===== src/rtl/compresor_seq.sv =====
// Compressor start/stop sequencer: fan purge, run, fan run-on, anti-short-cycle lockout, fault latch.
// Build option AUTO_RESTART_EN: FAULT leaves as soon as ok clears; otherwise on must also be dropped.
module compresor_seq #(
    parameter int PRE_CYC  = 4,
    parameter int POST_CYC = 6,
    parameter int LOCK_CYC = 10,
    parameter int CNT_W    = 4
) (
    input  logic       clock,
    input  logic       reset,
    input  logic       on,
    input  logic       fan_only,
    input  logic [2:0] ok,
    output logic       comp_en,
    output logic       fan_en,
    output logic [2:0] state,
    output logic [2:0] fault_code
);

    typedef enum logic [2:0] {
        S_OFF   = 3'b000,
        S_PRE   = 3'b001,
        S_RUN   = 3'b010,
        S_POST  = 3'b011,
        S_LOCK  = 3'b100,
        S_FAULT = 3'b101
    } state_t;

    localparam logic [CNT_W-1:0] PRE_LD  = CNT_W'(PRE_CYC - 1);
    localparam logic [CNT_W-1:0] POST_LD = CNT_W'(POST_CYC - 1);
    localparam logic [CNT_W-1:0] LOCK_LD = CNT_W'(LOCK_CYC - 1);
    localparam logic [CNT_W-1:0] CNT_ONE = CNT_W'(1);

    state_t           state_q, state_d;
    logic [CNT_W-1:0] cnt_q, cnt_d;
    logic [2:0]       fault_q, fault_d;
    logic             comp_q, comp_d;
    logic             fan_q, fan_d;
    logic             healthy;
    logic             fault_exit;

    assign healthy = (ok == 3'b000);

`ifdef AUTO_RESTART_EN
    assign fault_exit = healthy;
`else
    assign fault_exit = healthy && !on;
`endif

    always_comb begin
        state_d = state_q;
        fault_d = fault_q;
        cnt_d   = cnt_q;
        // Counter saturates at zero; it only reloads on state entry below.
        if (cnt_q != '0) begin
            cnt_d = cnt_q - CNT_ONE;
        end

        case (state_q)
            S_OFF: begin
                if (on && healthy) begin
                    state_d = S_PRE;
                    cnt_d   = PRE_LD;
                end
            end
            S_PRE: begin
                if (!on) begin
                    state_d = S_OFF;
                    cnt_d   = '0;
                end else if (cnt_q == '0) begin
                    state_d = S_RUN;
                end
            end
            S_RUN: begin
                if (!on) begin
                    state_d = S_POST;
                    cnt_d   = POST_LD;
                end
            end
            S_POST: begin
                if (cnt_q == '0) begin
                    state_d = S_LOCK;
                    cnt_d   = LOCK_LD;
                end
            end
            S_LOCK: begin
                if (cnt_q == '0) begin
                    if (on && healthy) begin
                        state_d = S_PRE;
                        cnt_d   = PRE_LD;
                    end else begin
                        state_d = S_OFF;
                    end
                end
            end
            S_FAULT: begin
                if (fault_exit) begin
                    state_d = S_LOCK;
                    cnt_d   = LOCK_LD;
                    fault_d = 3'b000;
                end
            end
            default: begin
                state_d = S_OFF;
                cnt_d   = '0;
                fault_d = 3'b000;
            end
        endcase

        // A fault overrides every other transition decided above.
        if (state_q != S_FAULT && !healthy) begin
            state_d = S_FAULT;
            cnt_d   = '0;
            fault_d = ok;
        end

        fan_d  = (state_d == S_PRE) || (state_d == S_RUN) || (state_d == S_POST);
        comp_d = (state_d == S_RUN) && !fan_only;
    end

    always_ff @(posedge clock) begin
        if (reset) begin
            state_q <= S_OFF;
            cnt_q   <= '0;
            fault_q <= 3'b000;
            comp_q  <= 1'b0;
            fan_q   <= 1'b0;
        end else begin
            state_q <= state_d;
            cnt_q   <= cnt_d;
            fault_q <= fault_d;
            comp_q  <= comp_d;
            fan_q   <= fan_d;
        end
    end

    assign state      = state_q;
    assign fault_code = fault_q;
    assign comp_en    = comp_q;
    assign fan_en     = fan_q;

endmodule

===== config.mk =====
export PLATFORM = sky130hd
export DESIGN_NAME = compresor_seq
export DESIGN_NICKNAME = d
export VERILOG_FILES = /design/src/rtl/compresor_seq.sv
export SDC_FILE = /design/constraint.sdc
export NUM_CORES = 1
export LEC_CHECK = 0
export BUFFER_PORTS_ARGS = -buffer_cell sky130_fd_sc_hd__buf_4
export CORE_UTILIZATION = 53
export DETAILED_ROUTE_END_ITERATION = 8
export HOLD_SLACK_MARGIN = 0.06
export PLACE_DENSITY_LB_ADDON = 0.25
export SETUP_SLACK_MARGIN = 0.15
export SLEW_MARGIN = 20
export SYNTH_ARGS = -nofsm -noshare
export SYNTH_HDL_FRONTEND = slang
export SYNTH_SLANG_ARGS = --single-unit
export TNS_END_PERCENT = 20

===== constraint.sdc =====
create_clock -name clock -period 2 [get_ports clock]
set_input_delay 0.1 -clock clock [delete_from_list [all_inputs] [get_ports clock]]
set_output_delay 0.1 -clock clock [all_outputs]
set_load 0.005 [all_outputs]

==> results.py, run 1 <==
metrics = {
    "status": {
        "status": "complete, no violations",
    },
    "worst_setup_path": {
        "r2r-end": "cnt_q[3]",
        "reg2reg_setup_slack_ns": 0.26,
        "crit_slowest_cell": "sky130_fd_sc_hd__a2111oi_0",
        "worstReg2RegStart": "cnt_q[0]",
        "slowest_delay_ns": 0.39,
        "critPathRequiredTime_ns": 2.16,
        "cp.arrival_ns": 1.90,
        "critical-path-top-delay-family": "compound AO/OA/AOI/OAI gates",
        "worstPathCellList": "inv_1, ha_1, nor3b_4, a211oi_1, a2111oi_0, o31ai_1",
        "timing.critical_path.depth": 6,
        "worstPathMaxFanout": 6,
        "critical_path.n_buffers_inverters": 1,
        "crit_type": "flop to flop",
        "worst_r2r_path_depth": 6,
        "critical_path.endpoint_type": "flop",
        "critPathLaunchType": "flop",
    },
    "cells_and_area": {
        "flow.area_growth_from_synthesis_pct": 16.7,
        "design.final.nets": 126,
        "num_antenna_cells": 0,
        "postLayoutCellArea_um2": 981,
        "layout-drive-gt1-share_pct": 26.7,
    },
    "placed_design": {
        "gpl.final_weighted_congestion": 0.879,
        "place_hpwl_um": 1490,
        "placedInstanceArea_um2": 935,
        "port_buffers": 14,
    },
    "die": {
        "start_util_pct": 56.5,
        "die-width_um": 41.8,
        "die_y_um": 41.8,
        "core_region_area_mm2": 0.00149,
        "fp.dieArea_mm2": 0.00175,
        "core.rowCount": 14,
        "design.portCount": 15,
    },
    "drt": {
        "route.final.wire_length_um": 2060,
        "routed_wirelength_normalized_by_instance_count_um": 15.6,
        "route.detailed.vias_per_inst": 6.64,
        "antenna_violating_nets_post_route": 0,
        "route.vias.total": 877,
        "number_of_remaining_drc_errors": 0,
        "detailedRoute.firstPassIterationCount": 4,
        "initialDrtViolationCount": 48,
    },
    "synthesis": {
        "post_synth_main_area_contributors": "sky130_fd_sc_hd__dfxtp_1 (29%), sky130_fd_sc_hd__a21oi_1 (7.7%), sky130_fd_sc_hd__nor3_1 (3.6%)",
        "syn_nets": 112,
        "yosys.cell_count.top_type": "sky130_fd_sc_hd__a21oi_1",
        "postSynthRegisterBits": 12,
        "synth_top_area_cell": "sky130_fd_sc_hd__dfxtp_1",
        "synth_commonest_cells": "sky130_fd_sc_hd__a21oi_1 (13), sky130_fd_sc_hd__dfxtp_1 (12), sky130_fd_sc_hd__nor2_1 (8), sky130_fd_sc_hd__nor3_1 (6), sky130_fd_sc_hd__nand2_1 (5)",
        "synth_area_per_cell_um2": 8.08,
        "synthesis.yosys.warnings": 0,
        "ys_dominant_reg_cell": "sky130_fd_sc_hd__dfxtp_1",
        "synthArstFlopShare_pct": 0,
        "syn-instance-count": 104,
        "synth_area_um2": 841,
        "yosysUniqueCellTypes": 43,
        "synth.yosys.seq_area_share_pct": 28.6,
        "yosys.area.top_type_share_pct": 28.6,
        "synth-edff-count": 0,
    },
    "timing": {
        "timing.setup.tns_ns": 0,
        "fin_crit_ns": 1.74,
        "hold_violations": 0,
        "hold_slack_ns": 0.0709,
        "finClkSkew_ns": 0.00415,
        "max-slew-margin-rel_pct": 61.4,
        "grt_setup_unrepaired": "true",
        "period_share_pct": 87.0,
        "timing_worst_slew_pin_value_ns": 0.565,
        "finalSetupViolations": 0,
        "final-max-slew-violation-count": 0,
        "achievable-frequency_ghz": 0.574,
    },
    "grt": {
        "grt_antenna_before_repair": 0,
        "grt_first_pass_wirelength_um": 3390,
        "grt_max_degree": 17,
        "first_global_vias": 738,
        "grt_remaining_overflow": 0,
        "grt_use_total_pct": 25.6,
    },
    "clock_network": {
        "clock_sink_count": 12,
        "clkTransAtPathRegs_ns": 0.07,
        "cts_bufs_inserted": 3,
        "cts_buffer_depth": 2,
        "post_cts_buffers": 0,
        "htree_levels": 1,
        "worstSkewPairLatency_ns": 0.28,
        "clockRootBuffer": "sky130_fd_sc_hd__clkbuf_4",
        "cts_tree": "yes",
    },
    "worst_hold_path": {
        "hold_depth": 2,
        "worst_hold_startpoint": "ok[2]",
        "hold_path.class": "input pin to flop",
        "whs_endpoint": "fault_code[2]",
    },
    "pwr": {
        "fin_total_pwr_mw": 0.530,
        "ir_drop_uv": 473,
        "leakage_power_total_nw": 0.378,
        "power_density_mw_per_mm2": 540,
    },
    "run": {
        "max-cap-violations": 0,
    },
}
## report_power, final
part	leakage, nW	internal, mW	switching [mW]	total, mW
clock network	0.0138	0.0699	0.0824	0.152
logic	0.266	0.0541	0.0591	0.113
registers	0.0983	0.248	0.0164	0.264
## area by class of cell
cell class / instances / area [µm²]
Clock buffer: 3 / 22.5
Fill cell: 121 / 508
Inverter: 5 / 18.8
Multi-Input combinational cell: 80 / 557
Sequential cell: 12 / 240
Tap cell: 16 / 20.0
Timing Repair Buffer: 16 / 123
## worst register-to-register path: cells and delay by family (launching register included)
kind | cells | cell delay (ns)
buf+inv | 1 | 0.09
simple gates | 1 | 0.33
compound gates | 3 | 0.63
flops | 1 | 0.31
fa+ha+maj | 1 | 0.25
## kinds of logic (layout without fill, tap and decap cells)
group	after synthesis	after routing	share of synthesized area, %
AO/OA/AOI/OAI	41	41	35.9
AND/OR/NAND/NOR	37	37	26.0
flip-flops	12	12	28.6
buffers and inverters	12	24	6.84
adder cells (fa/ha/maj)	1	1	1.49
multiplexers	1	1	1.19
## flip-flops by register name, indices dropped and copies added, names as in the netlist
name / flops
fan_en: 1
state: 3
cnt_q: 4
fault_code: 3
comp_en: 1
## per-stage QoR
step	setup slack, ns	std cells	util, %
after floorplan	0.400	104	-
after detailed placement	0.207	128	62.8
after global placement	0.279	128	62.8
after CTS	0.183	132	65.0
after global routing	0.117	132	65.9
final	0.259	132	65.9
## worst max-delay path by stage
stage	startpoint	endpoint	slack, ns
after floorplan	cnt_q[0]	comp_en	0.40
after global placement	cnt_q[0]	comp_en	0.28
after global routing	cnt_q[0]	comp_en	0.12
after detailed placement	cnt_q[0]	comp_en	0.21
final	cnt_q[0]	cnt_q[3]	0.26
after CTS	cnt_q[0]	comp_en	0.18
## layer usage
layer	track usage [%]	vias up	routed length, µm
li1	-	421	-
met1	35.7	397	907
met2	36.6	52	928
met3	3.91	7	153
met4	16.1	0	65
met5	0	-	0
## what timing repair did
action / CTS / global route
hold endpoints to repair: 2 / 0
setup endpoints to repair: 0 / 6
resized for setup: 0 / 3
hold buffers: 1 / 0
## placed cells by master (no fill, tap or decap), types with 4 or more instances in the layout
cell type	instances
sky130_fd_sc_hd__nand2_1	5
sky130_fd_sc_hd__inv_1	4
sky130_fd_sc_hd__dfxtp_1	12
sky130_fd_sc_hd__a21oi_1	13
sky130_fd_sc_hd__nor3_1	5
sky130_fd_sc_hd__buf_4	15
sky130_fd_sc_hd__o21ai_0	4
sky130_fd_sc_hd__nor2_1	8
Power figures use the tool's default switching activity.
==> run 2: changes to the inputs <==
CORE_UTILIZATION = 45   (was 53)
clock period = 1.8 ns   (was 2 ns; I/O delays follow)
==> results.py, run 2 (synthesis results as in run 1) <==
metrics = {
    "drt": {
        "wl_met2_um": 1020,
        "number_of_remaining_drc_errors": 0,
        "route.vias.total": 888,
        "wl_met3_um": 131,
        "route.final.wire_length_um": 2160,
        "routed_wirelength_normalized_by_instance_count_um": 14.9,
        "antenna_violating_nets_post_route": 0,
        "top_signal_layer_used": "met4",
        "initialDrtViolationCount": 30,
        "m1WireLength_um": 972,
        "detailedRoute.firstPassIterationCount": 4,
        "route.detailed.vias_per_inst": 6.12,
    },
    "pwr": {
        "leakage_power_total_nw": 0.399,
        "ir_drop_uv": 395,
        "power_density_mw_per_mm2": 571,
        "fin_total_pwr_mw": 0.594,
    },
    "die": {
        "die_y_um": 45.2,
        "start_util_pct": 48.2,
        "design.portCount": 15,
        "core.rowCount": 15,
        "die-width_um": 45.2,
        "fp.dieArea_mm2": 0.00205,
        "core_region_area_mm2": 0.00175,
    },
    "clock_network": {
        "cts_buffer_depth": 2,
        "clkTransAtPathRegs_ns": 0.07,
        "worstSkewPairLatency_ns": 0.28,
        "post_cts_buffers": 0,
        "clockRootBuffer": "sky130_fd_sc_hd__clkbuf_4",
        "htree_levels": 1,
        "cts_bufs_inserted": 3,
        "cts_tree": "yes",
        "clock_sink_count": 12,
    },
    "grt": {
        "grt_first_pass_wirelength_um": 3630,
        "first_global_vias": 808,
        "grt_antenna_before_repair": 0,
        "grt_remaining_overflow": 0,
        "grt_use_total_pct": 24.7,
        "grt_max_degree": 17,
    },
    "worst_setup_path": {
        "crit_type": "input pin to flop",
        "critPathRequiredTime_ns": 2.02,
        "critical_path.endpoint_type": "flop",
        "cp.arrival_ns": 1.84,
        "worstPathMaxFanout": 11,
        "critPathLaunchType": "input pin",
    },
    "placed_design": {
        "gpl.final_weighted_congestion": 0.823,
        "place_hpwl_um": 1540,
        "port_buffers": 14,
    },
    "cells_and_area": {
        "final.fill_count": 163,
        "number_of_flip_flops_in_the_largest_register": 4,
        "design.final.nets": 130,
        "flow.area_growth_from_synthesis_pct": 23.7,
        "layout-drive-gt1-share_pct": 32.5,
        "max_flop_register": "cnt_q",
        "num_antenna_cells": 0,
        "layout_common_cells": "sky130_fd_sc_hd__buf_4 (18), sky130_fd_sc_hd__a21oi_1 (13), sky130_fd_sc_hd__dfxtp_1 (10), sky130_fd_sc_hd__nor2_1 (8)",
        "final_common_cell": "sky130_fd_sc_hd__buf_4",
    },
    "timing": {
        "hold_violations": 0,
        "timing_worst_slew_pin_value_ns": 0.492,
        "timing.setup.tns_ns": 0,
        "period_share_pct": 89.8,
        "max-slew-margin-rel_pct": 66.3,
        "final-max-slew-violation-count": 0,
        "finalSetupViolations": 0,
        "achievable-frequency_ghz": 0.619,
        "finClkSkew_ns": 0.00323,
        "fin_crit_ns": 1.62,
        "grt_setup_unrepaired": "true",
    },
    "run": {
        "max-cap-violations": 0,
    },
    "worst_hold_path": {
        "hold_path.class": "input pin to flop",
    },
    "status": {
        "status": "complete, no violations",
    },
}
run 2: cell count changes in the layout (fill, tap and decap cells not counted), sizes merged:
cell,previous run,this run
buf,15,18
dlygate4sd3,1,2
run 2: path summary, 6_finish.rpt:
path                                    start  slack [ns]  cells past startpoint             to
worst max-delay path                    ok[2]        0.18                      5         fan_en
worst min-delay path                    ok[1]        0.06                      2  fault_code[1]
worst max register to register       cnt_q[0]        0.23                      6       state[1]
worst min register to register  fault_code[1]        0.49                      1  fault_code[1]
run 2: per-stage QoR:
stage	cell area, µm²	utilization (%)	instances	hold WS (ns)	setup WS (ns)
after floorplan	841	-	104	0.159	0.200
after detailed placement	968	55.5	140	0.317	0.0101
final	1040	59.6	145	0.0628	0.183
after global routing	1040	59.6	145	0.0633	0.117
after global placement	968	55.5	140	0.310	0.0938
after CTS	1030	58.8	145	0.0642	0.150
run 2: power by group:
| group | internal, mW | leakage, nW | switching (mW) | total [mW] |
|---|---|---|---|---|
| logic | 0.0653 | 0.287 | 0.0684 | 0.134 |
| registers | 0.276 | 0.0984 | 0.0190 | 0.295 |
| clock network | 0.0776 | 0.0138 | 0.0870 | 0.165 |
run 2: what timing repair did:
action	in CTS	in global routing
setup endpoints to repair	8	8
endpoints found under the hold margin	3	0
gates resized for setup	3	7
pin swaps	1	0
hold buffers	2	0
run 2: layout make-up:
cell class,count,area (µm²),area share (%)
multi-input cells,80,569,54.8
repair buffers,20,155,14.9
flip-flops and latches,12,243,23.3
well taps,25,31.3,3.01
clock buffers,3,22.5,2.17
inverters,5,18.8,1.81
run 2: per-layer routing:
metal  vias up  global-route usage (%)
met2        39                    39.4
met3         5                    4.40
met5         -                       0
li1        433                       -
met4         0                    12.7
met1       411                    31.7
run 2: worst max-delay path, stage by stage:
cell                            delay [ns]
sky130_fd_sc_hd__dlygate4sd3_1        0.54
sky130_fd_sc_hd__buf_4                0.14
sky130_fd_sc_hd__or3_4                0.40
sky130_fd_sc_hd__a2111oi_0            0.50
sky130_fd_sc_hd__o21a_1               0.17
